**src/rtl/fetch_sequencer.sv**
```systemverilog
// Run-control sequencer for the 5-stage MIPS fetch stage: start/step control, stall, flush, HALT drain.
// Optional breakpoint support is compiled in with `define BREAKPOINT_EN.
module fetch_sequencer #(
  parameter int          DRAIN_CYCLES = 4,
  parameter int          CNT_W        = 32,
  parameter logic [31:0] HALT_WORD    = 32'hFFFFFFFF
) (
  input  logic             clk,
  input  logic             rst,
  input  logic             i_start,
  input  logic             i_step_mode,
  input  logic             i_step,
  input  logic [31:0]      i_instruction,
  input  logic             i_load_use_hazard,
  input  logic             i_taken,
`ifdef BREAKPOINT_EN
  input  logic [31:0]      i_pc,
  input  logic [31:0]      i_bp_addr,
  input  logic             i_bp_valid,
`endif
  output logic             o_pc_write,
  output logic             o_ifid_write,
  output logic             o_ifid_flush,
  output logic             o_pipe_enable,
  output logic             o_busy,
  output logic             o_halted,
  output logic [CNT_W-1:0] o_cycle_count
);

  localparam int DRAIN_W = (DRAIN_CYCLES > 1) ? $clog2(DRAIN_CYCLES) : 1;

  typedef enum logic [2:0] {
    IDLE, RUN, STEP_WAIT, STEP_EXEC, DRAIN, HALTED
  } state_t;

  state_t             state_reg, state_next;
  logic [DRAIN_W-1:0] drain_reg, drain_next;
  logic [CNT_W-1:0]   count_reg;
  logic               is_halt;
  logic               bp_hit;

  assign is_halt = (i_instruction == HALT_WORD);

`ifdef BREAKPOINT_EN
  // A taken branch or a stall owns the cycle, so the breakpoint only fires on a clean fetch.
  assign bp_hit = (state_reg == RUN) && i_bp_valid && (i_pc == i_bp_addr)
                  && !i_taken && !i_load_use_hazard;
`else
  assign bp_hit = 1'b0;
`endif

  always_comb begin
    state_next    = state_reg;
    drain_next    = drain_reg;
    o_pc_write    = 1'b0;
    o_ifid_write  = 1'b0;
    o_ifid_flush  = 1'b0;
    o_pipe_enable = 1'b0;
    o_halted      = 1'b0;
    case (state_reg)
      IDLE: begin
        if (i_start) state_next = i_step_mode ? STEP_WAIT : RUN;
      end
      RUN, STEP_EXEC: begin
        if (state_reg == STEP_EXEC) state_next = STEP_WAIT;
        if (bp_hit) begin
          state_next = STEP_WAIT;
        end else begin
          o_pipe_enable = 1'b1;
          if (i_taken) begin
            // Flush wins over stall and over a wrong-path HALT word.
            o_pc_write   = 1'b1;
            o_ifid_write = 1'b1;
            o_ifid_flush = 1'b1;
          end else if (i_load_use_hazard) begin
            // Freeze PC and IF/ID; downstream keeps moving to insert the bubble.
          end else if (is_halt) begin
            o_ifid_flush = 1'b1;
            state_next   = DRAIN;
            drain_next   = DRAIN_W'(DRAIN_CYCLES - 1);
          end else begin
            o_pc_write   = 1'b1;
            o_ifid_write = 1'b1;
          end
        end
      end
      STEP_WAIT: begin
        if (i_step) state_next = STEP_EXEC;
      end
      DRAIN: begin
        o_ifid_flush  = 1'b1;
        o_pipe_enable = 1'b1;
        if (drain_reg == '0) state_next = HALTED;
        else                 drain_next = drain_reg - DRAIN_W'(1);
      end
      HALTED: begin
        o_halted = 1'b1;
      end
      default: state_next = IDLE;
    endcase
  end

  assign o_busy        = (state_reg != IDLE) && (state_reg != HALTED);
  assign o_cycle_count = count_reg;

  always_ff @(posedge clk or posedge rst) begin
    if (rst) begin
      state_reg <= IDLE;
      drain_reg <= '0;
      count_reg <= '0;
    end else begin
      state_reg <= state_next;
      drain_reg <= drain_next;
      // Saturate instead of wrapping so a long run never reports a small count.
      if (o_pipe_enable && (count_reg != {CNT_W{1'b1}}))
        count_reg <= count_reg + CNT_W'(1);
    end
  end

endmodule

```
**config.mk**
```make
export PLATFORM = sky130hd
export DESIGN_NAME = fetch_sequencer
export DESIGN_NICKNAME = d
export VERILOG_FILES = /design/src/rtl/fetch_sequencer.sv
export SDC_FILE = /design/constraint.sdc
export NUM_CORES = 1
export LEC_CHECK = 0
export BUFFER_PORTS_ARGS = -buffer_cell sky130_fd_sc_hd__buf_2
export CAP_MARGIN = 20
export CORE_MARGIN = 2
export CORE_UTILIZATION = 44
export CTS_BUF_LIST = sky130_fd_sc_hd__clkbuf_8 sky130_fd_sc_hd__clkbuf_16
export DETAILED_ROUTE_END_ITERATION = 8
export PLACE_DENSITY_LB_ADDON = 0.2
export SLEW_MARGIN = 40
export SYNTH_ARGS = -nofsm -noshare
export SYNTH_HDL_FRONTEND = slang
export SYNTH_SLANG_ARGS = --single-unit
```
**constraint.sdc**
```tcl
create_clock -name clk -period 1.7 [get_ports clk]
set_input_delay 0.17 -clock clk [delete_from_list [all_inputs] [get_ports clk]]
set_output_delay 0.17 -clock clk [all_outputs]
set_load 0.05 [all_outputs]
```
==> out/results.tsv, run 1 <==
metric	value	unit
fin_crit	1794	ps
via_count	1903	
grt_pass1_vias	1945	
ys_top_cells_by_count	37 x dfrtp_1, 22 x nand4_1, 18 x xnor2_1	
violations	hold timing, setup timing	
r2r_slack	-90	ps
max_freq	557.3	MHz
route.detailed.drc	0	
die_h	70.48	um
fin_skew	6.053	ps
total_power	2.162	mW
grt_pass1_wl	8383	um
antenna_left	0	
yosys.area.top_type	dfrtp_1	
cts_made_buffers	5	
worst-path-buf-inv	1	
hp-class	input pin to asynchronous set/reset pin	
clock_latency	280	ps
placedCellCount	361	
power_density	705.1	mW/mm^2
htreeDepth	2	
setup_viol	12	
cts.clk_slew.worst_paths	70	ps
yosys.area_share.xor_xnor	13.51	%
worstPathRequired	1900	ps
grt_start_max_net_pins	38	
setup_ws	-94.41	ps
rows	24	
hold_ws	-14.44	ps
worst_slew_pin_slew	476.4	ps
hold_viol	29	
synth_mux_area_share	0.5792	%
dp_hpwl	3736	um
synth-seq-cells	37	
place_congestion	0.8274	
die_area	0.004967	mm^2
syn_inst	193	
status	complete, but fails checks	
first_pass_iters	4	
synth_compound_area_share	6.564	%
yosys.area_share.simple	27.93	%
start_util	45.28	%
finalNetCount	362	
path_max_fanout	8	
irDropWorstVdd	1.253	mV
critPathCaptureType	flip-flop	
cts.sinks	37	
syn-cell-area	0.001944	mm^2
cts_root_buffer	clkbuf_8	
antenna_found_initial	0	
routed_wl	5076	um
largest_reg_flops	32	
area_growth	57.66	%
slew_viol_final	0	
routedWlPerCell	13.57	um
final_cells	374	
placement.io_buffers	76	
post-route-period-util	105.6	%
viasPerCell	5.088	
drt_iter0_drc	96	
synth_top_family_by_area	simple AND/OR/NAND/NOR gates	
synth_edf_count	0	
synth_cell_types	40	
yosysMostFrequentCell	dfrtp_1	
synthTopCellsByArea	dfrtp_1 48%, xnor2_1 8.1%, nand4_1 7.1%	
syn_area_per_cell	10.07	um^2
slew_headroom	68.24	%
ys.warnings.count	0	
synth_nets	234	
synth-async-reset-ratio	100.0	%
fin_area	0.003065	mm^2
yosysTopAreaCellShare	47.62	%
p_leak	1.577	nW
dpl_cell_area	0.002808	mm^2
critical_path.top_delay_family	simple AND/OR/NAND/NOR gates	
core_area	0.004294	mm^2
crit_path_top_delay_cell	or3_4	
cts_tree	yes	
grt_overflow	0	
start_kind	flip-flop	
dieWidth	70.48	um
synthAdderAreaFrac	1.287	%
track_usage	20.59	%
rsz0062_at_grt	true	
crit_path_max_incr_delay	400	ps
cts_max_path_buffers	2	
worstPathCellList	nand4_1, or3_4, or3_1, buf_6, nor4_4, xor2_1	
drive_gt1_share	59.63	%
cap_violations	0	
seq_area_frac_synth	47.62	%
critPathKind	flip-flop to flip-flop	
antenna_cells	0	
worst_ep_arrival_time	2000	ps
io_pins	77	
ys.flop_type	dfrtp_1	
[cells by family (layout without fill, tap and decap cells)]
| family | after synthesis | after routing |
|---|---|---|
| flops | 37 | 37 |
| simple gates | 94 | 94 |
| compound gates | 19 | 19 |
| xor+xnor | 30 | 30 |
| buf+inv | 10 | 139 |
| fa+ha+maj | 2 | 2 |
| mux | 1 | 1 |
[repair_timing]
action | CTS | global route
pin swaps | 9 | 11
setup buffers | 3 | 3
endpoints found under the setup margin | 26 | 34
resized for setup | 9 | 23
hold buffers | 0 | 0
[placed cells by master (no fill, tap or decap), types with 3 or more instances in the layout]
cell type | synthesis | layout
buf_2 | 0 | 70
buf_4 | 1 | 48
dfrtp_2 | 0 | 30
nand4_1 | 22 | 22
xnor2_1 | 18 | 17
nor2_1 | 14 | 12
xor2_1 | 12 | 12
nand2_1 | 13 | 11
inv_1 | 5 | 7
dfrtp_1 | 37 | 7
buf_6 | 1 | 7
clkbuf_8 | 0 | 6
nor3_1 | 10 | 5
and3_1 | 5 | 5
a21oi_1 | 4 | 4
nand3_1 | 8 | 4
nor3_2 | 0 | 4
nor2b_1 | 3 | 3
nor4_4 | 1 | 3
nand3_2 | 0 | 3
[cell type report]
cell class,instances,area (um^2)
flip-flops and latches,37,963.4
multi-input cells,146,1119
clock buffers,6,82.58
repair buffers,126,809.5
well taps,52,65.06
clock inverters,2,7.507
inverters,5,18.77
fillers,323,1229
[where the power goes]
group | internal [mW] | switching, mW
Clock | 0.319 | 0.300
Sequential | 0.936 | 0.0429
Combinational | 0.206 | 0.358
Total | 1.46 | 0.701
[worst register-to-register path: cells and delay by family, from the launching register on]
kind          cells  cell delay (ps)
xor+xnor          1              180
buf+inv           1              150
flops             1              360
simple gates      4             1030
[routing by layer]
| layer | part of all wire [%] | vias up | wire length, um | track usage (%) |
|---|---|---|---|---|
| li1 | - | 949 | - | - |
| met3 | 3.4 | 7 | 172 | 3.319 |
| met2 | 49 | 41 | 2509 | 35.64 |
| met4 | 0.91 | 0 | 46 | 5.769 |
| met5 | 0 | - | 0 | 0 |
| met1 | 46 | 906 | 2347 | 26.50 |
[stage by stage]
step	hold WS [ps]	setup TNS, ps	setup WS [ps]	util [%]
after global placement	300.5	-491.4	-66.93	65.38
after floorplan	271.2	-5086	-323.9	-
after detailed placement	312.4	-1055	-118.9	65.38
final	-14.44	-507.8	-94.41	71.39
after CTS	4.843	-509.2	-109.5	68.76
after global routing	23.13	-1939	-184.7	71.39
[worst paths after layout]
check | startpoint | endpoint | cells after the start
min in group clk | i_taken | state_reg[2] | 2
worst min-delay path | rst | o_cycle_count[20] | 3
max in group asynchronous | rst | o_cycle_count[6] | 3
worst max-delay path | o_cycle_count[15] | o_cycle_count[28] | 6
worst max register to register | o_cycle_count[15] | o_cycle_count[28] | 6
worst min register to register | o_cycle_count[29] | o_cycle_count[29] | 1
Power figures use the tool's default switching activity.
==> run 2, diff against run 1 <==
--- a/config.mk
+++ b/config.mk
@@ -5,10 +5,11 @@
 export SDC_FILE = /design/constraint.sdc
 export NUM_CORES = 1
 export LEC_CHECK = 0
+export ABC_AREA = 1
 export BUFFER_PORTS_ARGS = -buffer_cell sky130_fd_sc_hd__buf_2
 export CAP_MARGIN = 20
 export CORE_MARGIN = 2
-export CORE_UTILIZATION = 44
+export CORE_UTILIZATION = 48
 export CTS_BUF_LIST = sky130_fd_sc_hd__clkbuf_8 sky130_fd_sc_hd__clkbuf_16
 export DETAILED_ROUTE_END_ITERATION = 8
 export PLACE_DENSITY_LB_ADDON = 0.2
==> out/results.tsv, run 2 <==
metric	value	unit	change
worst_slew_pin_slew	476.3	ps	-0.1345 ps
grt_start_max_net_pins	38		unchanged
fin_skew	9.423	ps	+3.370 ps
power_density	1026	mW/mm^2	+45%
final_cells	597		+60%
worstPathRequired	1530	ps	-370 ps
synth_edf_count	0		unchanged
reg2reg_to	o_cycle_count[2]		
routedWlPerCell	12.52	um	-7.8%
critical_path.top_delay_family	buffers and inverters		
drive_gt1_share	31.05	%	-29 points
cap_violations	0		unchanged
fin_area	0.003536	mm^2	+15%
p_sw_share	46.84	%	+14 points
reg2reg_depth	10		+4
cts_tree	yes		
setup_ws	73.87	ps	+168.3 ps
synth_cell_types	29		-28%
post-route-period-util	95.65	%	-9.9 points
placement.io_buffers	76		unchanged
io_pins	77		unchanged
syn_area_per_cell	6.493	um^2	-36%
drt_iter0_drc	208		+120%
hold_ws	132.1	ps	+146.6 ps
area_growth	27.24	%	
antenna_found_initial	0		unchanged
dieWidth	80.09	um	+14%
cts.sinks	37		unchanged
rsz0062_at_grt	false		
first_pass_iters	5		+1
irDropWorstVdd	1.025	mV	-18%
worstPathCellList	inv_4, nand2_1, buf_4, a21oi_2, buf_2		
path_max_fanout	6		-2
die_area	0.006414	mm^2	+29%
syn-cell-area	0.002779	mm^2	+43%
max_freq	615.0	MHz	+10%
start_kind	flip-flop		
yosysMostFrequentCell	nand2_1		
fin_crit	1626	ps	-168.3 ps
slew_headroom	68.25	%	about the same
dp_hpwl	5807	um	+55%
regArea	940.9	um^2	-2.3%
largest_reg_flops	32		unchanged
syn_inst	428		+120%
hold_viol	0		-100%
p_seq_share	31.1	%	-14 points
critPathCaptureType	output port		
cts.clk_slew.worst_paths	70	ps	about the same
cts_made_buffers	5		unchanged
p_clk_share	16.9	%	-12 points
preCtsSetupSlack	20.11	ps	+139.0 ps
p_int	1.928	mW	+32%
ys.warnings.count	0		unchanged
seq_area_frac_synth	33.32	%	-14 points
cts_root_buffer	clkbuf_8		
htreeDepth	2		unchanged
hp-class	input pin to flip-flop		
crit_path_max_incr_delay	440	ps	+40 ps
tns	0	ps	+507.8 ps
antenna_left	0		unchanged
slew_viol_final	0		unchanged
p_comb_share	52.0	%	+26 points
r2r_start	o_cycle_count[0]		
r2r_slack	80	ps	+170 ps
synth_nets	469		+100%
viasPerCell	5.018		-1.4%
track_usage	24.95	%	+4.4 points
start_util	50.16	%	+4.9 points
startpoint	state_reg[2]		
route.detailed.drc	0		unchanged
routed_wl	7472	um	+47%
yosysTopAreaCellShare	33.32	%	-14 points
nFillCells	529		+64%
die_h	80.09	um	+14%
clock_latency	300	ps	+20 ps
mostFrequentLayoutCells	179 x nand2_1, 75 x buf_2, 53 x nor2_1, 37 x inv_1, 25 x dfrtp_1		
total_power	3.627	mW	+68%
synth-async-reset-ratio	100.0	%	unchanged
grt_overflow	0		unchanged
placedCellCount	583		+61%
grt_pass1_vias	2784		+43%
dpl_cell_area	0.003319	mm^2	+18%
worst-path-stages	5		-1
cts_max_path_buffers	2		unchanged
place_congestion	0.9213		+11%
rows	27		+13%
grt_pass1_wl	12550	um	+50%
crit_path_top_delay_cell	dfrtp_2		
worst-path-buf-inv	3		+2
setup_viol	0		-12
worst_ep_arrival_time	1460	ps	-540 ps
ys.flop_type	dfrtp_1		
layout_commonest_cell	nand2_1		
critPathKind	flip-flop to output port		
via_count	2996		+57%
multi_input_comb_area	0.001670	mm^2	+49%
finalNetCount	565		+56%
critPathCapture	o_ifid_write		
synthTopCellsByArea	dfrtp_1 33%, nand2_1 24%, nor2_1 8.1%		
synth-seq-cells	37		unchanged
utilization	63.82	%	-7.6 points
switching_power	1.699	mW	+140%
yosys.area.top_type	dfrtp_1		
ys_top_cells_by_count	179 x nand2_1, 60 x nor2_1, 38 x inv_1		
p_leak	1.751	nW	+11%
core_area	0.005540	mm^2	+29%
antenna_cells	0		unchanged
status	completed		
run 2: changes by cell type after synthesis, sizes merged, moves of 9 or more:
cell	delta
inv	+40
o21ai	+19
nand2	+175
xnor2	-14
nand4	-15
nor2	+48
nand3	+9
run 2: worst min path at each step:
stage | start | to | slack [ps] | cells past startpoint
after detailed placement | rst | drain_reg[1] | 310 | 3
final | i_step | state_reg[1] | 130 | 4
after floorplan | i_step | state_reg[1] | 330 | 3
after global placement | rst | drain_reg[1] | 300 | 3
after CTS | i_step | state_reg[1] | 130 | 4
after global routing | i_step | state_reg[1] | 170 | 4
run 2: timing repair:
| action | 4_1_cts | 5_1_grt |
|---|---|---|
| setup buffers | 0 | 5 |
| hold endpoints to repair | 37 | 0 |
| hold buffers | 1 | 0 |
| pin swaps | 0 | 1 |
| gates resized for setup | 3 | 22 |
| endpoints found under the setup margin | 1 | 28 |
run 2: logic make-up (layout without fill, tap and decap cells):
family                     count (synthesis)  after routing  share of synthesized area, %
AOI/OAI and AO/OA                         28             28                         6.798
xor gates and xnor gates                  14             14                         4.683
adders and majority gates                  2              2                        0.9004
buffers and inverters                     51            148                         8.419
DFF                                       37             37                         33.32
and+or+nand+nor                          296            296                         45.88
run 2: final cells by class:
| cell class | count | share of cell area, % |
|---|---|---|
| flip-flops and latches | 37 | 26.61 |
| well taps | 72 | 2.548 |
| repair buffers | 95 | 15.96 |
| clock inverters | 3 | 0.4954 |
| clock buffers | 5 | 1.946 |
| inverters | 45 | 5.202 |
| multi-input cells | 340 | 47.24 |
run 2: power by group through the flow:
| stage | sequential [mW] | clock, mW | combinational [mW] |
|---|---|---|---|
| 3_5_place_dp | 1.14 | 0 | 1.65 |
| 3_3_place_gp | 1.14 | 0 | 1.63 |
| 4_1_cts | 1.13 | 0.630 | 1.67 |
| 2_1_floorplan | 1.33 | 0 | 1.16 |
| 5_1_grt | 1.14 | 0.671 | 2.08 |
| 6_report | 1.13 | 0.613 | 1.89 |
run 2: tightest hold or removal path: cells and delay by family:
family | cells | cell delay [ps]
buffers and inverters | 2 | 140
and+or+nand+nor | 2 | 90
run 2: metal layers:
layer | share of wire, % | GRT usage, %
met4 | 1.3 | 7.119
met1 | 46 | 34.65
met2 | 47 | 40.25
met5 | 0 | 0
met3 | 6.2 | 4.045
==> run 3, diff against run 2 <==
--- a/config.mk
+++ b/config.mk
@@ -12,7 +12,7 @@
 export CORE_UTILIZATION = 48
 export CTS_BUF_LIST = sky130_fd_sc_hd__clkbuf_8 sky130_fd_sc_hd__clkbuf_16
 export DETAILED_ROUTE_END_ITERATION = 8
-export PLACE_DENSITY_LB_ADDON = 0.2
+export PLACE_DENSITY = 0.77
 export SLEW_MARGIN = 40
 export SYNTH_ARGS = -nofsm -noshare
 export SYNTH_HDL_FRONTEND = slang
==> out/results.tsv, run 3 (same netlist as run 2, synthesis figures left out) <==
metric	value	unit	change
fin_crit	1670	ps	+43.67 ps
final_cells	598		+0.17%
reg2reg_depth	7		-3
total_power	3.808	mW	+5.0%
grt_start_max_net_pins	38		unchanged
placement.io_buffers	76		unchanged
p_leak	1.763	nW	+0.66%
route.detailed.drc	0		unchanged
placedCellCount	582		-0.17%
critPathCaptureType	flip-flop		
rsz0062_at_grt	true		
fin_skew	10.44	ps	+1.016 ps
antenna_cells	0		unchanged
mostFrequentLayoutCells	177 x nand2_1, 74 x buf_2, 52 x nor2_1, 36 x inv_1, 26 x dfrtp_1		
nFillCells	506		-4.3%
preCtsSetupSlack	-3.591	ps	-23.70 ps
die_h	80.09	um	unchanged
cts.clk_slew.worst_paths	80	ps	about the same
start_kind	flip-flop		
status	completed		
io_pins	77		unchanged
crit_path_max_incr_delay	400	ps	-40 ps
path_max_fanout	4		-2
slew_headroom	68.13	%	-0.12 points
worst-path-stages	7		+2
cts_made_buffers	5		unchanged
track_usage	24.59	%	-0.36 points
cts_tree	yes		
routedWlPerCell	12.86	um	+2.7%
post-route-period-util	98.22	%	+2.6 points
min_path_cells	4		unchanged
place_congestion	0.9042		-1.9%
cts.sinks	37		unchanged
cap_violations	0		unchanged
antenna_found_initial	0		unchanged
grt_overflow	0		unchanged
crit_path_top_delay_cell	dfrtp_2		
worstPathCellList	nand3_1, nor2_4, nand2_1, buf_4, nor2_1, nand3_1, xnor2_1		
cts_root_buffer	clkbuf_8		
finalNetCount	566		+0.18%
irDropWorstVdd	0.9444	mV	-7.8%
dieWidth	80.09	um	unchanged
viasPerCell	5.069		+1.0%
grt_pass1_vias	2782		-0.072%
worstPathRequired	1890	ps	+360 ps
start_util	50.16	%	unchanged
worst_slew_pin_slew	478.1	ps	+1.818 ps
max_freq	598.9	MHz	-2.6%
first_pass_iters	5		unchanged
setup_ws	30.20	ps	-43.67 ps
slew_viol_final	0		unchanged
critical_path.top_delay_family	simple AND/OR/NAND/NOR gates		
core_area	0.005540	mm^2	unchanged
fin_area	0.003572	mm^2	+1.0%
dp_hpwl	5862	um	+0.94%
die_area	0.006414	mm^2	unchanged
worst_ep_arrival_time	1860	ps	+400 ps
setup_viol	0		unchanged
antenna_left	0		unchanged
grt_pass1_wl	12430	um	-0.94%
routed_wl	7689	um	+2.9%
critPathKind	flip-flop to flip-flop		
worst-path-buf-inv	1		-2
power_density	1066	mW/mm^2	+3.9%
htreeDepth	2		unchanged
largest_reg_flops	32		unchanged
rows	27		unchanged
via_count	3031		+1.2%
hp-class	input pin to flip-flop		
hold_viol	0		unchanged
cp_common_cell	nand3_1		
area_growth	28.55	%	
clock_latency	300	ps	about the same
layout_commonest_cell	nand2_1		
utilization	64.48	%	+0.66 points
cts_max_path_buffers	2		unchanged
drive_gt1_share	31.56	%	+0.51 points
dpl_cell_area	0.003312	mm^2	-0.23%
drt_iter0_drc	271		+30%
[run 3: layout make-up]
class	count	area, um^2	area share, %
multi-input combinational	340	1684	47.15
sequential	37	939.7	26.30
timing repair buffer	96	561.8	15.73
inverter	45	176.4	4.939
tap	72	90.09	2.522
clock buffer	6	82.58	2.312
clock inverter	2	37.54	1.051
[run 3: worst register-to-register path: cells and delay by family, from the launching register on]
family	cells	cell delay (ps)
buffers and inverters	1	140
and+or+nand+nor	5	870
xor gates and xnor gates	1	140
DFF	1	400
[run 3: routing by layer]
metal / track usage [%] / share of wire, % / vias up
met5: 0 / 0 / -
met3: 4.045 / 8.1 / 17
met1: 33.43 / 44 / 1352
li1: - / - / 1528
met2: 40.17 / 46 / 134
met4: 7.627 / 2.2 / 0
[run 3: worst paths after layout]
kind	end	startpoint	slack, ps
min	state_reg[1]	i_step	150
max	o_cycle_count[17]	o_cycle_count[1]	30
min reg2reg	drain_reg[1]	drain_reg[1]	500
max reg2reg	o_cycle_count[17]	o_cycle_count[1]	30
max in group asynchronous	o_cycle_count[26]	rst	810
min in group asynchronous	drain_reg[1]	rst	520
[run 3: per-stage QoR]
| stage | hold slack (ps) | TNS (ps) |
|---|---|---|
| after CTS | 139.2 | -25.97 |
| after global routing | 178.6 | -23.14 |
| after global placement | 299.3 | 0 |
| final | 149.4 | 0 |
| after floorplan | 334.5 | -953.1 |
| after detailed placement | 306.6 | -3.591 |
[run 3: repair_timing]
action                                 in CTS  in global routing
setup endpoints to repair                   4                 25
cloned                                      0                  0
setup buffers                               2                  5
endpoints found under the hold margin      37                  0
gates resized for setup                     4                 20
pin swaps                                   0                  1
hold buffers                                1                  0
[run 3: power by group]
group	internal [mW]	leakage (nW)	switching, mW	total [mW]
clock	0.477	0.0574	0.331	0.808
sequential	1.00	0.484	0.115	1.12
combinational	0.622	1.22	1.26	1.88
total	2.10	1.76	1.71	3.81
